`config.mk`:
```
export PLATFORM = sky130hd
export DESIGN_NAME = jk_excitation_driver
export DESIGN_NICKNAME = d
export VERILOG_FILES = /design/src/rtl/jk_excitation_driver.sv
export SDC_FILE = /design/constraint.sdc
export NUM_CORES = 1
export LEC_CHECK = 0
export ABC_AREA = 1
export BUFFER_PORTS_ARGS = -buffer_cell sky130_fd_sc_hd__buf_2
export CAP_MARGIN = 20
export CORE_AREA = 3 3 56 58
export CTS_CLUSTER_DIAMETER = 60
export DETAILED_ROUTE_END_ITERATION = 16
export DIE_AREA = 0 0 59 61
export PLACE_DENSITY = 0.78
export RECOVER_POWER = 25
export SLEW_MARGIN = 30
export SYNTH_ARGS = -nofsm -noshare
export SYNTH_HDL_FRONTEND = slang
export SYNTH_SLANG_ARGS = --single-unit
```
`constraint.sdc`:
```
create_clock -name clk -period 2.4 [get_ports clk]
set_input_delay 0 -clock clk [delete_from_list [all_inputs] [get_ports clk]]
set_output_delay 0 -clock clk [all_outputs]
set_load 0.02 [all_outputs]
```
`src/rtl/jk_excitation_driver.sv`:
```
// Drives a bank of external JK flip-flops toward a target state, then checks the Q feedback.
// Latency: 3 cycles per target (accept, apply, check). Backpressure: tgt_ready is high only while idle.
module jk_excitation_driver #(
  parameter int WIDTH     = 4,
  parameter int ERR_CNT_W = 8
) (
  input  logic                 clk,
  input  logic                 rst_n,
  input  logic                 tgt_valid,
  output logic                 tgt_ready,
  input  logic [WIDTH-1:0]     tgt_data,
  input  logic [WIDTH-1:0]     q_fb,
  output logic [WIDTH-1:0]     j_out,
  output logic [WIDTH-1:0]     k_out,
  input  logic                 err_clr,
  output logic                 done_pulse,
  output logic                 match,
  output logic [ERR_CNT_W-1:0] err_count
);

  typedef enum logic [1:0] {
    IDLE  = 2'd0,
    APPLY = 2'd1,
    CHECK = 2'd2
  } state_e;

  localparam logic [ERR_CNT_W-1:0] ERR_MAX = '1;

  state_e               state_q;
  logic [WIDTH-1:0]     tgt_q;
  logic [WIDTH-1:0]     j_q;
  logic [WIDTH-1:0]     k_q;
  logic                 done_q;
  logic                 match_q;
  logic [ERR_CNT_W-1:0] err_q;
  logic [ERR_CNT_W-1:0] err_d;

  // Clear has priority over a coincident mismatch; the count saturates instead of wrapping.
  always_comb begin
    err_d = err_q;
    if (err_clr) begin
      err_d = '0;
    end else if (state_q == CHECK && q_fb != tgt_q && err_q != ERR_MAX) begin
      err_d = err_q + 1'b1;
    end
  end

  always_ff @(posedge clk or negedge rst_n) begin
    if (!rst_n) begin
      state_q <= IDLE;
      tgt_q   <= '0;
      j_q     <= '0;
      k_q     <= '0;
      done_q  <= 1'b0;
      match_q <= 1'b0;
      err_q   <= '0;
    end else begin
      done_q <= 1'b0;
      err_q  <= err_d;
      case (state_q)
        IDLE: begin
          j_q <= '0;
          k_q <= '0;
          if (tgt_valid) begin
            // Excitation table: J sets bits that must rise, K clears bits that must fall.
            tgt_q   <= tgt_data;
            j_q     <= tgt_data & ~q_fb;
            k_q     <= ~tgt_data & q_fb;
            state_q <= APPLY;
          end
        end
        APPLY: begin
          j_q     <= '0;
          k_q     <= '0;
          state_q <= CHECK;
        end
        CHECK: begin
          match_q <= (q_fb == tgt_q);
          done_q  <= 1'b1;
          state_q <= IDLE;
        end
        default: begin
          j_q     <= '0;
          k_q     <= '0;
          state_q <= IDLE;
        end
      endcase
    end
  end

  assign tgt_ready  = (state_q == IDLE);
  assign j_out      = j_q;
  assign k_out      = k_q;
  assign done_pulse = done_q;
  assign match      = match_q;
  assign err_count  = err_q;

endmodule

```
==> results of run 1 <==
==> worst max-delay path, stage by stage (launching register included) <==
cell and delay (ns):
dfrtp_1 0.41, inv_1 0.08, nand2_1 0.09, inv_2 0.22, nand2_1 0.09, o31ai_1 0.07, dlygate4sd3_1 0.58
==> layer usage <==
metal	part of all wire	wire length, um	up-vias
li1	-	-	540
met1	0.41	1050	500
met2	0.52	1310	35
met3	0.066	169	2
met4	0.0039	10	0
met5	0	0	-
==> area by class of cell <==
class	count	area, um^2	share of cell area
clock buffers	4	36.3	0.0239
inverters	18	67.6	0.0445
multi-input cells	98	495	0.326
flip-flops and latches	24	601	0.396
well taps	31	38.8	0.0256
repair buffers	43	279	0.184
==> registers in the layout, indices dropped and copies added (netlist names) <==
signal / count
match: 1
k_out: 4
err_count: 8
tgt_q: 4
j_out: 4
state_q: 2
done_pulse: 1
==> stage by stage <==
step                setup WS, ns   util
detailed placement          1.05  0.499
finish                     0.807  0.560
floorplan                   1.00      -
global placement            1.11  0.499
CTS                        0.816  0.560
global route               0.652  0.560
==> kinds of logic (layout without fill, tap and decap cells) <==
logic type                 Yosys count  in the layout  synth area share
AOI/OAI and AO/OA                   15             15            0.0832
xor gates and xnor gates             3              3            0.0224
adders and majority gates            1              1            0.0107
buffers and inverters               20             65            0.0661
DFF                                 24             24             0.512
and+or+nand+nor                     79             79             0.306
==> power by group <==
group / internal [mW] / total, mW / switching (mW) / leakage (nW)
logic: 0.0817 / 0.226 / 0.145 / 0.509
clock network: 0.0924 / 0.203 / 0.110 / 0.0210
registers: 0.449 / 0.480 / 0.0313 / 0.321
total: 0.623 / 0.909 / 0.286 / 0.850
==> cells in the mapped netlist <==
cell type / count / area share
nor2_1: 10 / 0.032
dfrtp_1: 24 / 0.51
nand2_1: 49 / 0.16
xor2_1: 3 / 0.022
nor3_1: 3 / 0.013
nand4_2: 1 / 0.011
nor2_4: 1 / 0.0096
buf_2: 2 / 0.0085
nand2_2: 2 / 0.011
o21ai_0: 5 / 0.021
nand3_4: 1 / 0.015
nand3_1: 9 / 0.038
a21oi_1: 1 / 0.0043
nand4_1: 1 / 0.0053
nor2_2: 1 / 0.0053
nand2_4: 1 / 0.0096
ha_1: 1 / 0.011
inv_2: 6 / 0.019
o21bai_1: 1 / 0.0064
o31ai_1: 8 / 0.051
clkinv_1: 1 / 0.0032
inv_1: 11 / 0.035
==> worst paths after layout <==
| kind | depth (start not counted) | slack [ns] | to |
|---|---|---|---|
| max in group asynchronous | 2 | 1.18 | err_count[0]$_DFFE_PN0P_ |
| worst max register to register | 6 | 0.81 | k_out[0]$_DFFE_PN0N_ |
| min in group asynchronous | 2 | 0.48 | k_out[1]$_DFFE_PN0N_ |
| worst min register to register | 1 | 0.48 | state_q[1]$_DFFE_PN0P_ |
| worst min-delay path | 4 | 0.07 | err_count[1]$_DFFE_PN0P_ |
| worst max-delay path | 6 | 0.81 | k_out[0]$_DFFE_PN0N_ |
==> repair_timing <==
action                                 in CTS  in global routing
gates resized for setup                     0                  0
endpoints found under the hold margin      36                  0
hold buffers                               13                  0
==> run_results.csv, run 1 <==
group,metric,value,unit
min_path,hold_class,"in -> reg",
worst_setup_path,critPathCaptureType,"flip-flop",
global_routing,grt_busiest_layer,"met2",
clock_tree,clockBufferDepth,2,
clock_tree,cts_buffers,3,
power,power_density,599,nW/um^2
layout,nets,201,
power,p_leak,0.850,nW
layout,fillers,258,
floorplan,start_util,0.433,
floorplan,die_area,3600,um^2
power,power,909,uW
route,viasPerCell,4.94,
sta,worst_slew_pin_slew,1.25,ns
clock_tree,cts_tree,"built",
clock_tree,cts_sinks,24,
clock_tree,cts_setup_buffers,0,
route,wire_per_inst,11.7,um
layout,drive_gt1_frac,0.241,
sta,fin_skew,0.00245,ns
floorplan,die_w,59,um
sta,drv_slew,0,
global_routing,gr-usage-met3,0.0298,
worst_setup_path,cp.arrival,1.84,ns
global_routing,track_usage,0.157,
sta,hold_violations,0,
route,drtAntennaViolNets,0,
route,drt_iter0_drc,50,
route,dr.pass1.iters,4,
worst_setup_path,critPathLaunchType,"flip-flop",
sta,setup_viol,0,
worst_setup_path,required,2.64,ns
synth,yosysWarnings,0,
sta,fin_crit_sh,0.664,
global_routing,grt_pass1_vias,1045,
worst_setup_path,r2r_start,"state_q[0]$_DFFE_PN0P_",
layout,syn_to_final_growth,29.3,%
synth,synth_nets,155,
synth,synthesis.area,1170,um^2
sta,fmax,628,MHz
synth,synthDistinctLibCells,22,
run_status,status,"finished clean",
synth,ys_seq_area_frac,0.512,
sta,finalSetupTns,0,ns
sta,timing.slew.headroom,0.164,
global_routing,use_met1,0.185,
global_routing,grt_use_met2,0.290,
global_routing,grt_max_degree,25,
clock_tree,insertion_delay,0.30,ns
worst_setup_path,cp_max_fo,14,
worst_setup_path,startpoint,"state_q[0]$_DFFE_PN0P_",
sta,rsz0062_at_grt,"no",
place,place_area,1350,um^2
place,globalplace.congestion,0.846,
layout,final_cell_mix,"49 x nand2_1, 29 x buf_2, 24 x dfrtp_1",
floorplan,die_height,61,um
layout,diodes,0,
global_routing,overflow,0,
place,dpl.cell_count,201,
layout,final-instance-count-excl-fill,218,
sta,min_period,1.59,ns
place,port_buffers,30,
clock_tree,cts.clk_slew.worst_paths,0.12,ns
synth,syn_inst,142,
min_path,hp-start,"err_clr",
layout,layout_commonest_cell,"nand2_1",
job,cap_violations,0,
layout,stdcell_area,1520,um^2
route,drc,0,
power,irDropWorstVdd,0.439,mV
synth,postSynthAreaPerCell,8.26,um^2
global_routing,grt_pass1_wl,4350,um
floorplan,boundaryPins,31,
route,vias,1077,
clock_tree,h-tree-depth,1,
floorplan,row_count,19,
route,wl,2550,um
place,dp_hpwl,1900,um
synth,synth_seq_cells,24,
floorplan,coreArea,2710,um^2
clock_tree,cts_root_buf,"clkbuf_4",
global_routing,antenna_found_initial,0,
worst_setup_path,crit_type,"reg -> reg",
sta,timing.hold.ws,0.0687,ns
Note: power is estimated with default switching activity, not from simulation.
==> run 2, diff against run 1 <==
==> constraint.sdc (replaced) <==
create_clock -name clk -period 1.65 [get_ports clk]
set_input_delay 0 -clock clk [delete_from_list [all_inputs] [get_ports clk]]
set_output_delay 0 -clock clk [all_outputs]
set_load 0.02 [all_outputs]
==> run_results.csv, run 2 (synthesis results as in run 1) <==
group,metric,value,unit
job,cap_violations,0,
worst_setup_path,startpoint,"state_q[0]$_DFFE_PN0P_",
layout,layout_commonest_cell,"nand2_1",
clock_tree,cts_setup_buffers,0,
floorplan,die_w,59,um
route,drtAntennaViolNets,0,
worst_setup_path,crit_end,"k_out[0]$_DFFE_PN0N_",
worst_setup_path,r2r_start,"state_q[0]$_DFFE_PN0P_",
clock_tree,insertion_delay,0.30,ns
floorplan,boundaryPins,31,
floorplan,die_height,61,um
worst_setup_path,r2r_end,"k_out[0]$_DFFE_PN0N_",
worst_setup_path,cp_max_fo,14,
sta,setup_viol,0,
floorplan,start_util,0.433,
sta,drv_slew,0,
worst_setup_path,critPathCaptureType,"flip-flop",
run_status,status,"finished clean",
route,wl,2550,um
sta,worst_slew_pin_slew,1.26,ns
clock_tree,cts_sinks,24,
worst_setup_path,required,1.89,ns
worst_setup_path,ff2ff_path_depth,6,
layout,stdcell_area,1530,um^2
layout,final-instance-count-excl-fill,218,
global_routing,grt_max_degree,25,
place,dpl.cell_count,201,
clock_tree,cts.clk_slew.worst_paths,0.12,ns
power,irDropWorstVdd,0.646,mV
place,port_buffers,30,
clock_tree,h-tree-depth,1,
power,power_density,869,nW/um^2
sta,timing.slew.headroom,0.159,
route,wire_per_inst,11.7,um
route,drt_iter0_drc,58,
sta,hold_violations,0,
route,dr.pass1.iters,4,
sta,min_period,1.53,ns
route,vias,1072,
floorplan,coreArea,2710,um^2
layout,drive_gt1_frac,0.251,
route,drc,0,
global_routing,track_usage,0.157,
layout,final_cell_mix,"49 x nand2_1, 29 x buf_2, 24 x dfrtp_1",
sta,fin_crit_sh,0.925,
sta,timing.hold.ws,0.0690,ns
route,viasPerCell,4.92,
floorplan,die_area,3600,um^2
layout,nets,201,
worst_setup_path,rrSetupSlack,0.12,ns
clock_tree,cts_root_buf,"clkbuf_4",
min_path,hold_class,"in -> reg",
place,place_area,1350,um^2
power,p_leak,0.852,nW
sta,fmax,655,MHz
place,dp_hpwl,1900,um
place,globalplace.congestion,0.846,
layout,syn_to_final_growth,30.0,%
worst_setup_path,crit_type,"reg -> reg",
clock_tree,clockBufferDepth,2,
clock_tree,cts_tree,"built",
floorplan,row_count,19,
clock_tree,cts_buffers,3,
worst_setup_path,cp.arrival,1.77,ns
layout,diodes,0,
layout,largest_reg_flops,8,
global_routing,grt_pass1_vias,1045,
worst_setup_path,critPathLaunchType,"flip-flop",
global_routing,grt_pass1_wl,4350,um
sta,fin_skew,0.000778,ns
global_routing,overflow,0,
global_routing,antenna_found_initial,0,
run 2: cell counts in the layout (fill, tap and decap cells not counted):
Identical to the previous run, type by type.
run 2: power breakdown:
group / internal, mW / total (mW) / switching (mW) / leakage (nW)
registers: 0.653 / 0.699 / 0.0459 / 0.321
clock network: 0.134 / 0.293 / 0.158 / 0.0210
logic: 0.120 / 0.334 / 0.213 / 0.510
total: 0.907 / 1.32 / 0.418 / 0.852
run 2: final cells by class:
class | instances | area [um^2]
clock buffer | 4 | 36.3
fill | 258 | 1180
inverter | 18 | 70.1
multi-input combinational | 98 | 500
sequential | 24 | 601
tap | 31 | 38.8
timing repair buffer | 43 | 279
run 2: critical path: stages, from the launching register on:
cell,delay [ns]
dfrtp_1,0.42
inv_2,0.06
nand2_1,0.10
inv_4,0.17
nand2_1,0.08
o31ai_2,0.06
dlygate4sd3_1,0.57
run 2: worst min path at each step:
stage          depth (start not counted)                        to    start
2_1_floorplan                          0      done_pulse$_DFF_PN0_    rst_n
3_3_place_gp                           1      k_out[1]$_DFFE_PN0N_    rst_n
3_5_place_dp                           1      k_out[1]$_DFFE_PN0N_    rst_n
4_1_cts                                4  err_count[1]$_DFFE_PN0P_  err_clr
5_1_grt                                4  err_count[4]$_DFFE_PN0P_  err_clr
6_report                               4  err_count[1]$_DFFE_PN0P_  err_clr
run 2: metal layers:
layer,track usage,up-vias,part of all wire
li1,-,539,-
met1,0.185,498,0.41
met2,0.290,33,0.52
met3,0.0298,2,0.064
met4,0.0453,0,0.0039
met5,0,-,0
run 2: timing repair:
item	in CTS	in global routing
hold endpoints to repair	36	0
gates resized for setup	0	2
hold buffers	13	0
setup endpoints to repair	0	4
run 2: through the flow:
step | worst slack (ns) | utilization | setup TNS (ns) | power, mW
detailed placement | 0.299 | 0.499 | 0 | 1.02
global route | -0.0108 | 0.563 | -0.0287 | 1.42
global placement | 0.357 | 0.499 | 0 | 1.00
floorplan | 0.253 | - | 0 | 0.908
finish | 0.123 | 0.563 | 0 | 1.32
CTS | 0.0661 | 0.560 | 0 | 1.34
==> run 3, diff against run 2 <==
--- a/config.mk
+++ b/config.mk
@@ -8,11 +8,13 @@
 export ABC_AREA = 1
 export BUFFER_PORTS_ARGS = -buffer_cell sky130_fd_sc_hd__buf_2
 export CAP_MARGIN = 20
-export CORE_AREA = 3 3 56 58
+export CELL_PAD_IN_SITES_DETAIL_PLACEMENT = 0
+export CELL_PAD_IN_SITES_GLOBAL_PLACEMENT = 1
+export CORE_AREA = 3 3 61 63
 export CTS_CLUSTER_DIAMETER = 60
 export DETAILED_ROUTE_END_ITERATION = 16
-export DIE_AREA = 0 0 59 61
-export PLACE_DENSITY = 0.78
+export DIE_AREA = 0 0 64 66
+export PLACE_DENSITY = 0.85
 export RECOVER_POWER = 25
 export SLEW_MARGIN = 30
 export SYNTH_ARGS = -nofsm -noshare
==> run_results.csv, run 3 (synthesis results as in run 1) <==
group,metric,value,unit
clock_tree,clockBufferDepth,2,
sta,fin_skew,0.00333,ns
power,p_leak,0.849,nW
clock_tree,cts_tree,"built",
min_path,holdPathStages,3,
worst_setup_path,required,1.90,ns
layout,post-route-util,0.469,
global_routing,track_usage,0.131,
sta,setup_viol,0,
floorplan,row_count,21,
floorplan,die_height,66,um
worst_setup_path,critPathLaunchType,"flip-flop",
global_routing,grt_max_degree,25,
floorplan,start_util,0.357,
sta,fmax,665,MHz
clock_tree,cts.clk_slew.worst_paths,0.13,ns
floorplan,coreArea,3280,um^2
sta,fin_crit_sh,0.912,
worst_setup_path,cp.arrival,1.75,ns
sta,worst_slew_pin_slew,1.28,ns
power,p_seq_frac,0.525,
layout,diodes,0,
job,cap_violations,0,
power,p_comb_frac,0.248,
global_routing,antenna_found_initial,0,
floorplan,die_w,64,um
worst_setup_path,critPathCaptureType,"flip-flop",
clock_tree,cts_setup_buffers,0,
worst_setup_path,cp_max_fo,14,
route,drc,0,
route,vias,1045,
route,wl,2480,um
global_routing,overflow,0,
min_path,hold_class,"in -> reg",
floorplan,die_area,4220,um^2
layout,syn_to_final_growth,31.1,%
place,dp_hpwl,1850,um
clock_tree,insertion_delay,0.30,ns
power,swShare,0.318,
power,power_density,863,nW/um^2
route,viasPerCell,4.48,
global_routing,grt_pass1_vias,1045,
clock_tree,cts_root_buf,"clkbuf_4",
route,dr.pass1.iters,4,
place,port_buffers,30,
sta,min_period,1.50,ns
power,p_clk_frac,0.227,
layout,nets,201,
clock_tree,cts_buffers,3,
layout,fillers,330,
power,irDropWorstVdd,0.409,mV
worst_setup_path,ff2ff_path_depth,6,
layout,final_cell_mix,"49 x nand2_1, 29 x buf_2, 24 x dfrtp_1",
route,wire_per_inst,10.6,um
sta,drv_slew,0,
power,switchingPower,422,uW
layout,largest_reg_flops,8,
sta,rsz0062_at_grt,"no",
power,p_int,906,uW
sta,timing.slew.headroom,0.144,
route,drt_iter0_drc,36,
run_status,status,"finished clean",
worst_setup_path,crit_type,"reg -> reg",
clock_tree,h-tree-depth,1,
layout,layout_commonest_cell,"nand2_1",
global_routing,grt_pass1_wl,4400,um
sta,hold_violations,0,
clock_tree,cts_sinks,24,
route,drtAntennaViolNets,0,
sta,finalSetupTns,0,ns
place,globalplace.congestion,0.835,
floorplan,boundaryPins,31,
layout,drive_gt1_frac,0.246,
==> run 3: cell counts in the layout (fill, tap and decap cells not counted) <==
Identical to the previous run, type by type.
==> run 3: layout make-up <==
| type | instances | area, um^2 | share of cell area |
|---|---|---|---|
| Sequential cell | 24 | 601 | 0.390 |
| Multi-Input combinational cell | 98 | 495 | 0.322 |
| Timing Repair Buffer | 43 | 279 | 0.181 |
| Inverter | 18 | 70.1 | 0.0455 |
| Tap cell | 46 | 57.6 | 0.0374 |
| Clock buffer | 4 | 36.3 | 0.0236 |
==> run 3: final timing paths <==
check / endpoint / slack (ns) / from
min reg2reg: state_q[1]$_DFFE_PN0P_ / 0.48 / state_q[1]$_DFFE_PN0P_
min: state_q[0]$_DFFE_PN0P_ / 0.05 / tgt_valid
max in group asynchronous: k_out[3]$_DFFE_PN0N_ / 0.41 / rst_n
max: k_out[3]$_DFFE_PN0N_ / 0.15 / state_q[0]$_DFFE_PN0P_
max reg2reg: k_out[3]$_DFFE_PN0N_ / 0.15 / state_q[0]$_DFFE_PN0P_
min in group asynchronous: k_out[0]$_DFFE_PN0N_ / 0.49 / rst_n
==> run 3: through the flow <==
stage | hold slack, ns | instance area, um^2 | setup slack [ns] | cells | total power, mW
global route | 0.0741 | 1540 | 0.0111 | 233 | 1.43
global placement | 0.00766 | 1370 | 0.343 | 216 | 1.01
finish | 0.0506 | 1540 | 0.145 | 233 | 1.33
CTS | 0.0557 | 1540 | 0.0883 | 233 | 1.35
floorplan | -0.296 | 1170 | 0.253 | 142 | 0.908
detailed placement | 0.0162 | 1370 | 0.283 | 216 | 1.02
==> run 3: per-layer routing <==
metal,wire [um],vias up,global-route usage
met2,1190,26,0.246
li1,-,545,-
met1,1160,472,0.150
met5,0,-,0
met3,122,2,0.0238
met4,10,0,0.0350
==> run 3: what timing repair did <==
action	4_1_cts	5_1_grt
hold buffers	13	0
gates resized for setup	0	1
hold endpoints to repair	36	0
setup endpoints to repair	0	4
==> run 3: worst max-delay path: stages (launching register included) <==
cell,delay [ns]
dfrtp_1,0.42
inv_2,0.06
nand2_1,0.10
inv_4,0.16
nand2_1,0.06
o31ai_1,0.06
dlygate4sd3_1,0.58
==> run 3: power groups by stage <==
stage	clock (mW)	combinational, mW	sequential (mW)
6_report	0.301	0.329	0.697
5_1_grt	0.345	0.375	0.708
4_1_cts	0.316	0.334	0.697
3_5_place_dp	0	0.307	0.709
3_3_place_gp	0	0.302	0.704
2_1_floorplan	0	0.160	0.748
